### src/rtl/clock_field_set_ctrl.sv
// Set-mode controller for the clock display: wrapping field cursor, Up/Down pulses with
// auto-repeat, and an inactivity timeout into lockout. Blink gate option: CLOCK_FIELD_SET_BLINK_EN.
module clock_field_set_ctrl #(
  parameter int NUM_FIELDS  = 3,
  parameter int REPEAT_DLY  = 50,
  parameter int REPEAT_RATE = 10,
  parameter int TIMEOUT     = 3000,
  parameter int BLINK_HALF  = 250
) (
  input  logic                  iClk,
  input  logic                  iRst,
  input  logic                  iTick,
  input  logic                  iSet,
  input  logic                  iBtn_U,
  input  logic                  iBtn_D,
  input  logic                  iBtn_L,
  input  logic                  iBtn_R,
  output logic [NUM_FIELDS-1:0] oUp,
  output logic [NUM_FIELDS-1:0] oDown,
  output logic [NUM_FIELDS-1:0] oSel,
  output logic                  oSetting,
  output logic                  oTimeout,
  output logic                  oBlink
);

  localparam int CUR_W  = $clog2(NUM_FIELDS);
  localparam int HOLD_W = $clog2(REPEAT_DLY + 1);
  localparam int TO_W   = $clog2(TIMEOUT + 1);
  localparam logic [CUR_W-1:0]  CUR_TOP     = CUR_W'(NUM_FIELDS - 1);
  localparam logic [HOLD_W-1:0] HOLD_LAST   = HOLD_W'(REPEAT_DLY - 1);
  localparam logic [HOLD_W-1:0] HOLD_RELOAD = HOLD_W'(REPEAT_DLY - REPEAT_RATE);
  localparam logic [TO_W-1:0]   TO_MAX      = TO_W'(TIMEOUT);

  typedef enum logic [1:0] {
    ST_IDLE = 2'd0,
    ST_EDIT = 2'd1,
    ST_LOCK = 2'd2
  } state_t;

  state_t                  state_r, state_s;
  logic [CUR_W-1:0]        cursor_r, cursor_s;
  logic [HOLD_W-1:0]       hold_r, hold_s;
  logic                    arm_r, arm_s;
  logic [TO_W-1:0]         to_r, to_s;
  logic                    prev_u_r, prev_d_r, prev_l_r, prev_r_r;
  logic                    edge_u_s, edge_d_s, edge_l_s, edge_r_s;
  logic [NUM_FIELDS-1:0]   up_s, down_s;
  logic                    timeout_s;
  logic [NUM_FIELDS-1:0]   up_r, down_r, sel_r;
  logic                    setting_r, timeout_r;

  function automatic logic [NUM_FIELDS-1:0] onehot(input logic [CUR_W-1:0] idx);
    return {{(NUM_FIELDS-1){1'b0}}, 1'b1} << idx;
  endfunction

  assign edge_u_s = iBtn_U & ~prev_u_r;
  assign edge_d_s = iBtn_D & ~prev_d_r;
  assign edge_l_s = iBtn_L & ~prev_l_r;
  assign edge_r_s = iBtn_R & ~prev_r_r;

  // Next state, cursor, repeat and timeout counters, pulse generation
  always_comb begin
    state_s   = state_r;
    cursor_s  = cursor_r;
    hold_s    = hold_r;
    arm_s     = arm_r;
    to_s      = to_r;
    up_s      = {NUM_FIELDS{1'b0}};
    down_s    = {NUM_FIELDS{1'b0}};
    timeout_s = 1'b0;
    case (state_r)
      ST_IDLE: begin
        hold_s = {HOLD_W{1'b0}};
        arm_s  = 1'b0;
        to_s   = {TO_W{1'b0}};
        if (iSet) begin
          state_s  = ST_EDIT;
          cursor_s = CUR_TOP;
        end else begin
          state_s  = ST_IDLE;
        end
      end
      ST_EDIT: begin
        if (!iSet) begin
          state_s = ST_IDLE;
          hold_s  = {HOLD_W{1'b0}};
          arm_s   = 1'b0;
          to_s    = {TO_W{1'b0}};
        end else if (to_r == TO_MAX) begin
          state_s   = ST_LOCK;
          timeout_s = 1'b1;
          hold_s    = {HOLD_W{1'b0}};
          arm_s     = 1'b0;
          to_s      = {TO_W{1'b0}};
        end else begin
          if (edge_l_s && !edge_r_s) begin
            cursor_s = (cursor_r == CUR_TOP) ? {CUR_W{1'b0}} : cursor_r + CUR_W'(1);
          end else if (edge_r_s && !edge_l_s) begin
            cursor_s = (cursor_r == {CUR_W{1'b0}}) ? CUR_TOP : cursor_r - CUR_W'(1);
          end else begin
            cursor_s = cursor_r;
          end
          // Pulses always target the cursor as it was before any move this cycle
          if (iBtn_U && iBtn_D) begin
            hold_s = {HOLD_W{1'b0}};
            arm_s  = 1'b0;
          end else if (edge_u_s) begin
            up_s   = onehot(cursor_r);
            hold_s = {HOLD_W{1'b0}};
            arm_s  = 1'b1;
          end else if (edge_d_s) begin
            down_s = onehot(cursor_r);
            hold_s = {HOLD_W{1'b0}};
            arm_s  = 1'b1;
          end else if (arm_r && (iBtn_U || iBtn_D)) begin
            if (iTick && (hold_r >= HOLD_LAST)) begin
              up_s   = iBtn_U ? onehot(cursor_r) : {NUM_FIELDS{1'b0}};
              down_s = iBtn_U ? {NUM_FIELDS{1'b0}} : onehot(cursor_r);
              hold_s = HOLD_RELOAD;
            end else if (iTick) begin
              hold_s = hold_r + HOLD_W'(1);
            end else begin
              hold_s = hold_r;
            end
          end else begin
            hold_s = {HOLD_W{1'b0}};
            arm_s  = 1'b0;
          end
          if (edge_u_s || edge_d_s || edge_l_s || edge_r_s || (|(up_s | down_s))) begin
            to_s = {TO_W{1'b0}};
          end else if (iTick && (to_r != TO_MAX)) begin
            to_s = to_r + TO_W'(1);
          end else begin
            to_s = to_r;
          end
        end
      end
      ST_LOCK: begin
        hold_s  = {HOLD_W{1'b0}};
        arm_s   = 1'b0;
        to_s    = {TO_W{1'b0}};
        state_s = iSet ? ST_LOCK : ST_IDLE;
      end
      default: begin
        state_s  = ST_IDLE;
        cursor_s = CUR_TOP;
        hold_s   = {HOLD_W{1'b0}};
        arm_s    = 1'b0;
        to_s     = {TO_W{1'b0}};
      end
    endcase
  end

  // State, counters, button history and registered outputs
  always_ff @(posedge iClk or posedge iRst) begin
    if (iRst) begin
      state_r   <= ST_IDLE;
      cursor_r  <= CUR_TOP;
      hold_r    <= {HOLD_W{1'b0}};
      arm_r     <= 1'b0;
      to_r      <= {TO_W{1'b0}};
      prev_u_r  <= 1'b1;
      prev_d_r  <= 1'b1;
      prev_l_r  <= 1'b1;
      prev_r_r  <= 1'b1;
      up_r      <= {NUM_FIELDS{1'b0}};
      down_r    <= {NUM_FIELDS{1'b0}};
      sel_r     <= {NUM_FIELDS{1'b0}};
      setting_r <= 1'b0;
      timeout_r <= 1'b0;
    end else begin
      state_r   <= state_s;
      cursor_r  <= cursor_s;
      hold_r    <= hold_s;
      arm_r     <= arm_s;
      to_r      <= to_s;
      prev_u_r  <= iBtn_U;
      prev_d_r  <= iBtn_D;
      prev_l_r  <= iBtn_L;
      prev_r_r  <= iBtn_R;
      up_r      <= up_s;
      down_r    <= down_s;
      sel_r     <= (state_s == ST_EDIT) ? onehot(cursor_s) : {NUM_FIELDS{1'b0}};
      setting_r <= (state_s == ST_EDIT);
      timeout_r <= timeout_s;
    end
  end

  assign oUp      = up_r;
  assign oDown    = down_r;
  assign oSel     = sel_r;
  assign oSetting = setting_r;
  assign oTimeout = timeout_r;

`ifdef CLOCK_FIELD_SET_BLINK_EN
  localparam int BL_W = $clog2(BLINK_HALF + 1);
  localparam logic [BL_W-1:0] BL_LAST = BL_W'(BLINK_HALF - 1);

  logic [BL_W-1:0] blink_cnt_r, blink_cnt_s;
  logic            blink_r, blink_s;

  // Blink phase: restarts solid on entry, cursor move or any pulse
  always_comb begin
    blink_cnt_s = blink_cnt_r;
    blink_s     = blink_r;
    if (state_s != ST_EDIT) begin
      blink_cnt_s = {BL_W{1'b0}};
      blink_s     = 1'b0;
    end else if ((state_r != ST_EDIT) || (cursor_s != cursor_r) || (|(up_s | down_s))) begin
      blink_cnt_s = {BL_W{1'b0}};
      blink_s     = 1'b1;
    end else if (iTick && (blink_cnt_r == BL_LAST)) begin
      blink_cnt_s = {BL_W{1'b0}};
      blink_s     = ~blink_r;
    end else if (iTick) begin
      blink_cnt_s = blink_cnt_r + BL_W'(1);
      blink_s     = blink_r;
    end else begin
      blink_cnt_s = blink_cnt_r;
      blink_s     = blink_r;
    end
  end

  // Blink counter and gate register
  always_ff @(posedge iClk or posedge iRst) begin
    if (iRst) begin
      blink_cnt_r <= {BL_W{1'b0}};
      blink_r     <= 1'b0;
    end else begin
      blink_cnt_r <= blink_cnt_s;
      blink_r     <= blink_s;
    end
  end

  assign oBlink = blink_r;
`else
  assign oBlink = setting_r;
`endif

endmodule

### config.mk
export PLATFORM = sky130hd
export DESIGN_NAME = clock_field_set_ctrl
export DESIGN_NICKNAME = d
export VERILOG_FILES = /design/src/rtl/clock_field_set_ctrl.sv
export SDC_FILE = /design/constraint.sdc
export NUM_CORES = 1
export LEC_CHECK = 0
export ABC_CLOCK_PERIOD_IN_PS = 1770
export BUFFER_PORTS_ARGS = -buffer_cell sky130_fd_sc_hd__buf_2
export CAP_MARGIN = 40
export CORE_ASPECT_RATIO = 0.7
export CORE_MARGIN = 3
export CORE_UTILIZATION = 55
export CTS_BUF_LIST = sky130_fd_sc_hd__clkbuf_8
export CTS_CLUSTER_DIAMETER = 100
export DETAILED_ROUTE_END_ITERATION = 8
export PLACE_DENSITY = 0.78
export SLEW_MARGIN = 20
export SYNTH_ARGS = -nofsm -noshare
export SYNTH_HDL_FRONTEND = slang
export SYNTH_SLANG_ARGS = --single-unit
### constraint.sdc
create_clock -name iClk -period 1.77 [get_ports iClk]
set_input_delay 0.354 -clock iClk [delete_from_list [all_inputs] [get_ports iClk]]
set_output_delay 0.354 -clock iClk [all_outputs]
set_load 0.05 [all_outputs]
# Word-level counts from Yosys, hierarchy flattened
# Cells that the tools add are included.
word_totals:
  register_bits: 38
  out_inout_bits: 12
  elab_cells: 117
classes:
  n_addsub: 4
  n_lt_le_gt_ge: 1
  n_eq_ne: 9
  n_shift: 2
  n_mux: 62
  bitwise_logic: 9
  reduce_logical: 16
op_table:
  columns: ["op", "count"]
  rows:
  - ["two-way mux 3 bit", 25]
  - ["two-way mux 12 bit", 5]
  - ["two-way mux 6 bit", 9]
  - ["two-way mux 2 bit", 10]
  - ["adder 12 x 1 -> 12 bit, second input constant", 1]
  - ["equality test 12 bit, second input constant", 1]
  - ["!= test 12 bit, second input constant", 1]
  - ["case mux 2 bit (3 select lines)", 2]
  - ["two-way mux 1 bit", 11]
  - ["!= test 9 bit, second input constant", 1]
  - ["!= test 7 bit, second input constant", 1]
  - ["adder 6 x 1 -> 6 bit, second input constant", 1]
  - [">= comparator 6 bit, second input constant", 1]
  - ["logical AND 1 bit", 6]
  - ["left shift 1 x 2 -> 3 bit, first input constant", 2]
  - ["logical OR 1 bit", 5]
  - ["!= test 5 bit, second input constant", 1]
  - ["AND 1 bit", 4]
  - ["equality test 2 x 1 -> 1 bit, second input constant", 2]
  - ["equality test 2 bit, second input constant", 2]
  - ["zero test 2 bit", 2]
  - ["NOT 1 bit", 4]
  - ["OR 3 bit", 1]
  - ["OR reduction 3 bit", 1]
  - ["other kinds (3)", 4]

# Logic depth before layout (Yosys ltp)
# Gate-level depths: netlist (run 1).
logic_depth:
  depth_word: 17
  mapped_depth: 8

# Worst setup path before layout (run 1)
# Ideal clock, no wire load.
synth_timing:
  path_kind: "register to register"
  from: "reg to_r[0]"
  to: "reg sel_r[1], in the netlist oSel[1]"
  setup_time_ns: 0.125
  arrival_time_ns: 1.575
  required_ns: 1.645
  slack_ns: 0.070
  stages_incl_launch_ff: 8
  path_buffers: 0
  synth_period_minus_slack_ns: 1.700
  cell_sequence: "dfrtp_1 -> inv_1 -> ha_1 -> nand4bb_1 -> o31ai_4 -> o21ai_1 -> o31a_2 -> nor3b_2"
synth_via:
  elab_chain_len: 6
  elab_cells_between_ends: 10
  classes_between: "2 x eq/ne; 1 x shift; 7 x mux"
synth_rtl:
  columns: ["element", "line_no", "source"]
  rows:
  - ["start: declaration", "44", "logic [TO_W-1:0] to_r, to_s;"]
  - ["start signal: assignment", "161", "to_r <= {TO_W{1'b0}};"]
  - ["start signal: assignment", "176", "to_r <= to_s;"]
  - ["equality test 12 bit", "89", "end else if (to_r == TO_MAX) begin"]
  - ["two-way mux 2 bit", "89", null]
  - ["two-way mux 2 bit", "84", "if (!iSet) begin"]
  - ["case mux 2 bit (3 select lines)", "71", "case (state_r)"]
  - ["via cursor_s[0]", "41", "logic [CUR_W-1:0] cursor_r, cursor_s;"]
  - ["left shift 1 x 2 -> 3 bit", "53", "return {{(NUM_FIELDS-1){1'b0}}, 1'b1} << idx;"]
  - ["two-way mux 3 bit", "183", "sel_r <= (state_s == ST_EDIT) ? onehot(cursor_s) : {NUM_FIELDS{1'b0}};"]
  - ["end signal: assignment", "168", "sel_r <= {NUM_FIELDS{1'b0}};"]
  - ["end signal: assignment", "183", null]
  - ["end: declaration", "49", "logic [NUM_FIELDS-1:0] up_r, down_r, sel_r;"]
# The timed path passes the listed nets, and every way through them passes these cells.
# A chain may end at the register's enable or synchronous reset.

# Worst setup path after layout (run 1)
layout_timing:
  from: "reg hold_r[1]"
  to: "reg to_r[4]"
layout_via:
  elab_chain_len: 17
  elab_cells_between_ends: 26
  classes_between: "1 x order compare; 1 x eq/ne; 20 x mux; 1 x bitwise; 3 x reduce/logical"
layout_rtl:
  columns: ["element", "line_no", "source"]
  rows:
  - ["start: declaration", "42", "logic [HOLD_W-1:0] hold_r, hold_s;"]
  - ["start signal: assignment", "159", "hold_r <= {HOLD_W{1'b0}};"]
  - ["start signal: assignment", "174", "hold_r <= hold_s;"]
  - [">= comparator 6 bit (*)", "116", "if (iTick && (hold_r >= HOLD_LAST)) begin"]
  - ["logical AND 1 bit (*)", "116", null]
  - ["two-way mux 3 bit", "116", null]
  - ["two-way mux 3 bit", "115", "end else if (arm_r && (iBtn_U || iBtn_D)) begin"]
  - ["two-way mux 3 bit", "111", "end else if (edge_d_s) begin"]
  - ["two-way mux 3 bit", "107", "end else if (edge_u_s) begin"]
  - ["two-way mux 3 bit", "104", "if (iBtn_U && iBtn_D) begin"]
  - ["two-way mux 3 bit", "89", null]
  - ["two-way mux 3 bit", "84", null]
  - ["two-way mux 3 bit", "71", null]
  - ["OR 3 bit (*)", "129", "if (edge_u_s || edge_d_s || edge_l_s || edge_r_s || (|(up_s | down_s))) begin"]
  - ["OR reduction 3 bit (*)", "129", null]
  - ["logical OR 1 bit (*)", "129", null]
  - ["two-way mux 12 bit", "129", null]
  - ["two-way mux 12 bit", "89", null]
  - ["two-way mux 12 bit", "84", null]
  - ["two-way mux 12 bit", "71", null]
# Every way passes the cells marked *; elsewhere a longest branch is shown, timed or not. The select of a mux whose other input is x is not followed.

==> flow_summary.yaml, run 1 <==
cts:
  htreeDepth: 2
  ctsRootBufferMaster: "clkbuf_8"
  cts_buffer_depth: 2
  cts_made_buffers: 5
  clk_pin_slew_worst_paths_ps: 70
  clock-sinks: 38
  holdBufCountCts: 0
  clk_latency_ps: 290
  cts_tree: "built"
critical_path:
  cp.required_ps: 1990
  worstSetupEndpointType: "flip-flop"
  slowest_delay_ps: 390
  r2r-start: "hold_r[1]"
  crit_chain: "inv_2 -> ha_2 -> nor4b_4 -> o31ai_2 -> a22oi_2 -> o21ai_2 -> buf_12 -> nor2_2"
  worst-path-buf-inv: 2
  crit_arrival_ps: 1950
  path_delay_family: "simple AND/OR/NAND/NOR gates"
  r2r_cells: 8
  critPathMaxFanout: 12
  rrSetupSlack_ps: 50
  crit_cells: 8
  cp_slowest_cell: "dfrtp_1"
  reg2reg_to: "to_r[4]"
  critPathLaunchType: "flip-flop"
  path_class: "flip-flop to flip-flop"
routing:
  wl_um: 3650
  drt_iter0_drc: 39
  wl_per_cell_um: 13.8
  firstDrtPassIters: 4
  drc: 0
  ant_nets: 0
  avgViaCountPerCell: 5.38
  vias: 1425
min_path:
  hp-class: "input pin to asynchronous set/reset pin"
power_and_ir_drop:
  clock_power_share_pct: 34.8
  switchingPower_mw: 0.448
  comb_power_share_pct: 12.5
  irDropWorstVdd_v: 0.000480
  p_seq_share_pct: 52.7
  switching_share_pct: 26.0
  internal_power_mw: 1.28
  power_density_mw_per_mm2: 733
  p_leak_nw: 1.05
timing:
  worst_pin_slew_ps: 463
  finalMaxSlewViolations: 0
  layout_setup_ws_ps: 45.5
  fin_skew_ps: 5.28
  min_period_over_period_pct: 97.4
  period_needed_ps: 1720
  max_freq_mhz: 580
  rsz0062_at_grt: "yes"
  hold_violations: 0
  finalSetupViolCount: 0
  whs_ps: 159
  max_slew_margin_pct: 69.1
synth:
  ys_seq_area_share_pct: 48.8
  async_reset_ff_share_pct: 100
  synth_flop_cell: "dfrtp_1"
  synthCells: 182
  ys_types: 49
  syn_area_per_cell_sq_um: 10.8
  synth.largest_area_cell: "dfrtp_1"
  syn-num-nets: 198
  yosysWarningCount: 0
  synth-edff-count: 0
  synth.cell_area_sq_mm: 0.00196
  synthTopCellsByArea: "dfrtp_1 42%, dfstp_2 6.7%, ha_1 5.1%"
  post-synth-top-area-fraction_pct: 42.1
  synth_seq_cells: 38
outcome:
  outcome: "finished, final reports clean"
floorplanning:
  initial_core_util_pct: 59.9
  die_area_sq_mm: 0.00433
  coreArea_sq_mm: 0.00328
  die_x_um: 77.4
  dieHeight_um: 56.0
  ioPinCount: 20
  fp-row-count: 17
global_routing:
  grt_pass1_wl_um: 6380
  grt_pass1_vias: 1390
  grt_overflow: 0
  track_usage_pct: 18.9
  grt_max_degree: 39
  antenna_found_initial: 0
layout:
  layout.nets: 233
  antenna_cells: 0
  ff_latch_area_sq_um: 957
  final_core_util_pct: 71.8
  drive_above_1_share_pct: 37.2
  layout_commonest_cell: "dfrtp_1"
  final_cell_mix: "33 x dfrtp_1, 19 x buf_2, 12 x nor2_1, 12 x nor2_2, 12 x buf_4"
  multi_input_area_sq_um: 992
  area_growth_pct: 20.0
  fillers: 246
placed_design:
  post-place-ws_ps: 12.7
  io_buffers: 19
  dp_hpwl_um: 2650
  place.gp.congestion: 0.809
job:
  drv_cap: 0
-- repair_timing --
item,CTS,global route
endpoints found under the hold margin,0,0
buffers inserted,0,2
resized for setup,0,16
setup endpoints to repair,0,19
-- power by group through the flow --
stage | logic (mW) | registers [mW] | clock network [mW]
global placement | 0.200 | 0.923 | 0
detailed placement | 0.207 | 0.924 | 0
floorplan | 0.121 | 0.949 | 0
CTS | 0.208 | 0.908 | 0.615
global route | 0.236 | 0.912 | 0.653
finish | 0.216 | 0.909 | 0.600
-- registers in the layout, indices dropped and copies added (netlist names), 2 cells and up --
| signal | cells |
|---|---|
| hold_r | 6 |
| to_r | 12 |
| state_r | 2 |
| cursor_r | 2 |
| oUp | 3 |
| oDown | 3 |
| oSel | 3 |
-- worst register-to-register path, cell delays in order, from the launching register on --
cell,delay (ps)
dfrtp_1,390
inv_2,70
ha_2,190
nor4b_4,340
o31ai_2,140
a22oi_2,180
o21ai_2,100
buf_12,170
nor2_2,100
-- layer usage --
metal / global-route usage [%] / vias to the layer above / wire [um]
met5: 0 / - / 0
met3: 5.99 / 7 / 135
met4: 6.85 / 0 / 59
li1: - / 692 / -
met1: 25.5 / 702 / 1750
met2: 28.9 / 24 / 1700
-- cells in the mapped netlist, types with 2 or more instances --
| library cell | number |
|---|---|
| nor2b_1 | 2 |
| nand3_1 | 7 |
| and2b_1 | 2 |
| nand2b_1 | 3 |
| nor3_1 | 9 |
| nor2_2 | 10 |
| and2_1 | 6 |
| dfrtp_1 | 33 |
| o211ai_1 | 2 |
| nor3b_2 | 2 |
| xor2_1 | 7 |
| ha_1 | 8 |
| nand4_1 | 3 |
| nand4bb_1 | 2 |
| inv_1 | 13 |
| o31ai_1 | 3 |
| nor2_1 | 14 |
| a31oi_1 | 3 |
| mux2i_1 | 3 |
| xnor2_1 | 9 |
| nand2_1 | 9 |
| dfstp_2 | 5 |
-- metrics by stage --
step           instances  cell area [sq um]  power (mW)  TNS (ps)
6_report             265               2350        1.73         0
5_1_grt              265               2350        1.80      -788
4_1_cts              263               2270        1.73         0
3_5_place_dp         255               2180        1.13         0
3_3_place_gp         255               2180        1.12         0
2_1_floorplan        182               1960        1.07         0
-- cell type report --
type | count | area share (%)
clock buffer | 6 | 3.51
inverter | 13 | 2.07
tap | 47 | 2.50
sequential | 38 | 40.7
clock inverter | 2 | 0.372
timing repair buffer | 32 | 8.72
multi-input combinational | 127 | 42.2
-- how the worst max path moves through the flow --
stage | start | endpoint | slack [ps]
floorplan | to_r[0] | oSel[1] | 70
global placement | to_r[0] | oSel[2] | 50
detailed placement | to_r[1] | oSel[2] | 10
CTS | hold_r[0] | to_r[10] | 3
global route | hold_r[1] | to_r[3] | -80
finish | hold_r[1] | to_r[4] | 50
-- kinds of logic (layout without fill, tap and decap cells) --
| family | count (synthesis) | after routing | share of synthesized area, % |
|---|---|---|---|
| DFF | 38 | 38 | 48.8 |
| and+or+nand+nor | 79 | 79 | 24.0 |
| buffers and inverters | 17 | 53 | 3.89 |
| xor gates and xnor gates | 16 | 16 | 7.15 |
| adders and majority gates | 8 | 8 | 5.11 |
| AOI/OAI and AO/OA | 21 | 21 | 9.51 |
| muxes | 3 | 3 | 1.53 |
Note: power is estimated with default switching activity, not from simulation.
==> inputs of run 2 (changes only) <==
==> constraint.sdc (replaced) <==
create_clock -name iClk -period 1.77 [get_ports iClk]
set_input_delay 0.177 -clock iClk [delete_from_list [all_inputs] [get_ports iClk]]
set_output_delay 0.177 -clock iClk [all_outputs]
set_load 0.05 [all_outputs]
==> run 2 against run 1 <==
  * Non-clock buffer count grew 5
  * Core utilization grew 0.73 points
  * Sequential cell count is the same
  * Critical path depth shrank 1
  * Sequential share of layout area shrank 0.41 points
  * Fmax shrank 2.5%
  * Cell count grew 1.9%
  * Total power grew 0.34%
  * Die area is the same
  * First-iteration DRC count grew 10%
  * Critical endpoint is now oSel[1]
  * Largest cell class unchanged
==> flow_summary.yaml, run 2 (synthesis results as in run 1) <==
floorplanning:
  dieHeight_um: 56.0
  initial_core_util_pct: 59.9
  die_x_um: 77.4
  die_area_sq_mm: 0.00433
  fp-row-count: 17
  ioPinCount: 20
  coreArea_sq_mm: 0.00328
critical_path:
  path_delay_family: "buffers and inverters"
  cp.required_ps: 1940
  critPathLaunchType: "input pin"
  critPathMaxFanout: 6
  crit_chain: "dlygate4sd3_1 -> buf_2 -> and2b_1 -> nor3_1 -> a31oi_1 -> o31a_2 -> nor3b_2"
  startpoint: "iBtn_R"
  r2r-start: "prev_r_r"
  worst-path-buf-inv: 2
  worstSetupEndpointType: "flip-flop"
  cp_slowest_cell: "dlygate4sd3_1"
  slowest_delay_ps: 540
  path_class: "input pin to flip-flop"
  crit_arrival_ps: 1940
global_routing:
  grt_overflow: 0
  antenna_found_initial: 0
  grt_max_degree: 39
  track_usage_pct: 19.3
  grt_pass1_vias: 1397
  grt_pass1_wl_um: 6490
min_path:
  worstHoldStart: "iBtn_D"
  hp-class: "input pin to flip-flop"
power_and_ir_drop:
  power_density_mw_per_mm2: 728
  clock_power_share_pct: 34.7
  internal_power_mw: 1.28
  comb_power_share_pct: 12.8
  irDropWorstVdd_v: 0.000481
  p_leak_nw: 1.07
  switching_share_pct: 25.9
  switchingPower_mw: 0.449
  p_seq_share_pct: 52.5
timing:
  hold_violations: 0
  layout_setup_ws_ps: 0.689
  finalMaxSlewViolations: 0
  worst_pin_slew_ps: 463
  rsz0062_at_grt: "yes"
  period_needed_ps: 1770
  fin_skew_ps: 5.41
  max_slew_margin_pct: 69.1
  whs_ps: 43.6
  min_period_over_period_pct: 100
  finalSetupViolCount: 0
  max_freq_mhz: 565
layout:
  final_cell_mix: "33 x dfrtp_1, 19 x buf_2, 13 x buf_4"
  regMostFlops: "to_r"
  postLayoutCellArea_sq_mm: 0.00238
  multi_input_area_sq_um: 968
  stdcell_count: 270
  layout_commonest_cell: "dfrtp_1"
  largestRegisters: "to_r: 12 flops, hold_r: 6 flops"
  antenna_cells: 0
  ff_latch_area_sq_um: 957
  layout.nets: 238
  largest_reg_flops: 12
  drive_above_1_share_pct: 35.0
  area_growth_pct: 21.3
  fillers: 246
cts:
  clock-sinks: 38
  htreeDepth: 2
  cts_made_buffers: 5
  clk_latency_ps: 290
  ctsRootBufferMaster: "clkbuf_8"
  clk_pin_slew_worst_paths_ps: 70
  cts_buffer_depth: 2
  cts_tree: "built"
routing:
  vias: 1428
  wl_um: 3740
  ant_nets: 0
  drc: 0
  wl_per_cell_um: 13.8
  drt_iter0_drc: 43
  avgViaCountPerCell: 5.29
  firstDrtPassIters: 4
placed_design:
  place.gp.congestion: 0.809
  dpl-instance-area_sq_mm: 0.00218
  post-place-ws_ps: 12.7
  dp_hpwl_um: 2650
  io_buffers: 19
  dp.cells: 255
job:
  drv_cap: 0
outcome:
  outcome: "finished, final reports clean"
==> run 2: final cells by class <==
class	count	share of cell area, %
clock buffers	6	3.47
multi-input cells	127	40.7
repair buffers	37	10.6
clock inverters	2	0.368
well taps	47	2.47
inverters	13	2.05
flip-flops and latches	38	40.3
==> run 2: repair_timing <==
item,in CTS,in global routing
endpoints found under the setup margin,0,19
endpoints found under the hold margin,23,1
buffers inserted,0,3
resized for setup,0,12
hold buffers,3,1
==> run 2: worst reg2reg max path, stage by stage, from the launching register on <==
cell	delay (ps)
dfstp_2	520
and2b_1	260
nor3_1	220
a31oi_1	80
o31a_2	390
nor3b_2	160
==> run 2: power by group through the flow <==
| stage | registers (mW) | logic (mW) | clock network [mW] |
|---|---|---|---|
| 2_1_floorplan | 0.949 | 0.121 | 0 |
| 3_3_place_gp | 0.923 | 0.200 | 0 |
| 3_5_place_dp | 0.924 | 0.207 | 0 |
| 4_1_cts | 0.908 | 0.214 | 0.615 |
| 5_1_grt | 0.912 | 0.243 | 0.653 |
| 6_report | 0.909 | 0.222 | 0.601 |
==> run 2: path summary, 6_finish.rpt <==
kind,end,slack (ps),cells after the start
worst max register to register,oSel[1],20,5
worst max-delay path,oSel[1],0.7,7
min in group asynchronous,hold_r[1],560,4
max in group asynchronous,cursor_r[1],860,4
worst min register to register,hold_r[5],530,2
worst min-delay path,prev_d_r,40,1
==> run 2: layer usage <==
metal / wire [um] / track usage, % / vias up / share of wire [%]
met5: 0 / 0 / - / 0
met1: 1780 / 26.1 / 694 / 47
li1: - / - / 698 / -
met2: 1740 / 29.4 / 28 / 46
met3: 149 / 5.99 / 8 / 4.0
met4: 76 / 6.85 / 0 / 2.0
==> run 2: metrics by stage <==
step / power, mW / TNS, ps / util [%]
floorplan: 1.07 / 0 / -
global placement: 1.12 / 0 / 66.6
detailed placement: 1.13 / 0 / 66.6
CTS: 1.74 / 0 / 70.3
global route: 1.81 / -878 / 72.6
finish: 1.73 / 0 / 72.6
==> inputs of run 3 (changes only) <==
RECOVER_POWER = 25   (was default)
==> run 3 against run 2 <==
  * Worst setup slack gained 13 ps
  * Non-clock buffer count is the same
  * Fmax grew 0.75%
  * Hold slack lost 0.55 ps
  * Routed wire length is essentially flat
  * Clock power is essentially flat
  * First-iteration DRC count grew 4.7%
  * Largest power group unchanged
==> flow_summary.yaml, run 3 (synthesis results as in run 1) <==
outcome:
  outcome: "finished, final reports clean"
critical_path:
  startpoint: "iBtn_R"
  cp.required_ps: 1940
  critPathLaunchType: "input pin"
  path_class: "input pin to flip-flop"
  rrSetupSlack_ps: 40
  r2r-start: "prev_r_r"
  crit_arrival_ps: 1930
  r2r_cells: 5
  critPathMaxFanout: 6
  worstSetupEndpointType: "flip-flop"
power_and_ir_drop:
  power_density_mw_per_mm2: 730
  power_mw: 1.73
  irDropWorstVdd_v: 0.000482
  p_leak_nw: 1.06
routing:
  ant_nets: 0
  avgViaCountPerCell: 5.30
  drc: 0
  drt_iter0_drc: 45
  vias: 1430
  wl_per_cell_um: 13.9
  firstDrtPassIters: 4
  wl_um: 3740
timing:
  period_needed_ps: 1760
  finalSetupViolCount: 0
  hold_violations: 0
  fin_skew_ps: 5.43
  max_freq_mhz: 569
  min_period_over_period_pct: 99.2
  rsz0062_at_grt: "yes"
  worst_pin_slew_ps: 907
  max_slew_margin_pct: 39.6
  finalSetupTns_ps: 0
  finalMaxSlewViolations: 0
job:
  drv_cap: 0
floorplanning:
  coreArea_sq_mm: 0.00328
  initial_core_util_pct: 59.9
  die_area_sq_mm: 0.00433
  ioPinCount: 20
  fp-row-count: 17
  dieHeight_um: 56.0
  die_x_um: 77.4
cts:
  cts_made_buffers: 5
  clock-sinks: 38
  cts_buffer_depth: 2
  clk_latency_ps: 290
  htreeDepth: 2
  cts_tree: "built"
  clk_pin_slew_worst_paths_ps: 70
  ctsRootBufferMaster: "clkbuf_8"
placed_design:
  place.gp.congestion: 0.809
  dpl-instance-area_sq_mm: 0.00218
  io_buffers: 19
  dp.cells: 255
  dp_hpwl_um: 2650
global_routing:
  grt_pass1_wl_um: 6490
  grt_max_degree: 39
  antenna_found_initial: 0
  grt_overflow: 0
  track_usage_pct: 19.3
  grt_pass1_vias: 1397
layout:
  final_cell_mix: "33 x dfrtp_1, 16 x buf_2"
  largest_reg_flops: 12
  layout.nets: 238
  postLayoutCellArea_sq_mm: 0.00237
  drive_above_1_share_pct: 33.6
  regMostFlops: "to_r"
  antenna_cells: 0
  largestRegisters: "to_r: 12 flops, hold_r: 6 flops"
  stdcell_count: 270
  area_growth_pct: 20.9
  layout_commonest_cell: "dfrtp_1"
min_path:
  hp-class: "input pin to flip-flop"
  min_path_cells: 1
  worstHoldStart: "iBtn_D"
-- run 3: cell types whose count changed in the layout (fill, tap and decap cells not counted) --
cell,previous run,this run
clkbuf_2,0,1
buf_2,19,16
clkbuf_1,0,3
buf_4,13,12
-- run 3: per-layer routing --
| layer | GRT usage [%] | share of wire [%] |
|---|---|---|
| met5 | 0 | 0 |
| met4 | 6.85 | 2.0 |
| met3 | 5.99 | 4.1 |
| met2 | 29.4 | 47 |
| met1 | 26.1 | 47 |
-- run 3: cell type report --
cell class / count / area [sq um]
Fill cell: 250 / 905
Tap cell: 47 / 58.8
Sequential cell: 38 / 957
Timing Repair Buffer: 37 / 246
Clock buffer: 6 / 82.6
Inverter: 13 / 48.8
Clock inverter: 2 / 8.76
Multi-Input combinational cell: 127 / 968
-- run 3: power by group --
group / internal, mW / switching [mW]
sequential: 0.895 / 0.0141
combinational: 0.0780 / 0.142
clock: 0.308 / 0.294
-- run 3: repair_timing --
item | in CTS | in global routing
setup buffers | 0 | 3
setup endpoints to repair | 0 | 19
hold buffers | 3 | 1
hold endpoints to repair | 23 | 1
gates resized for setup | 0 | 12
-- run 3: worst max-delay path, cell delays in order --
cell,delay [ps]
dlygate4sd3_1,540
clkbuf_1,120
and2b_1,250
nor3_1,210
a31oi_1,80
o31a_2,390
nor3b_2,160
-- run 3: path summary, 6_finish.rpt --
path                                    end
worst max register to register      oSel[1]
min in group asynchronous         hold_r[1]
worst min-delay path               prev_d_r
max in group asynchronous       cursor_r[0]
worst max-delay path                oSel[1]
worst min register to register    hold_r[5]
-- run 3: stage by stage --
| stage | utilization [%] | hold slack, ps | setup slack, ps |
|---|---|---|---|
| floorplan | - | 181 | 69.9 |
| global placement | 66.6 | 291 | 47.9 |
| detailed placement | 66.6 | 297 | 12.7 |
| CTS | 70.3 | 2.94 | 2.69 |
| global route | 72.4 | 30.5 | -80.1 |
| finish | 72.4 | 43.1 | 13.9 |
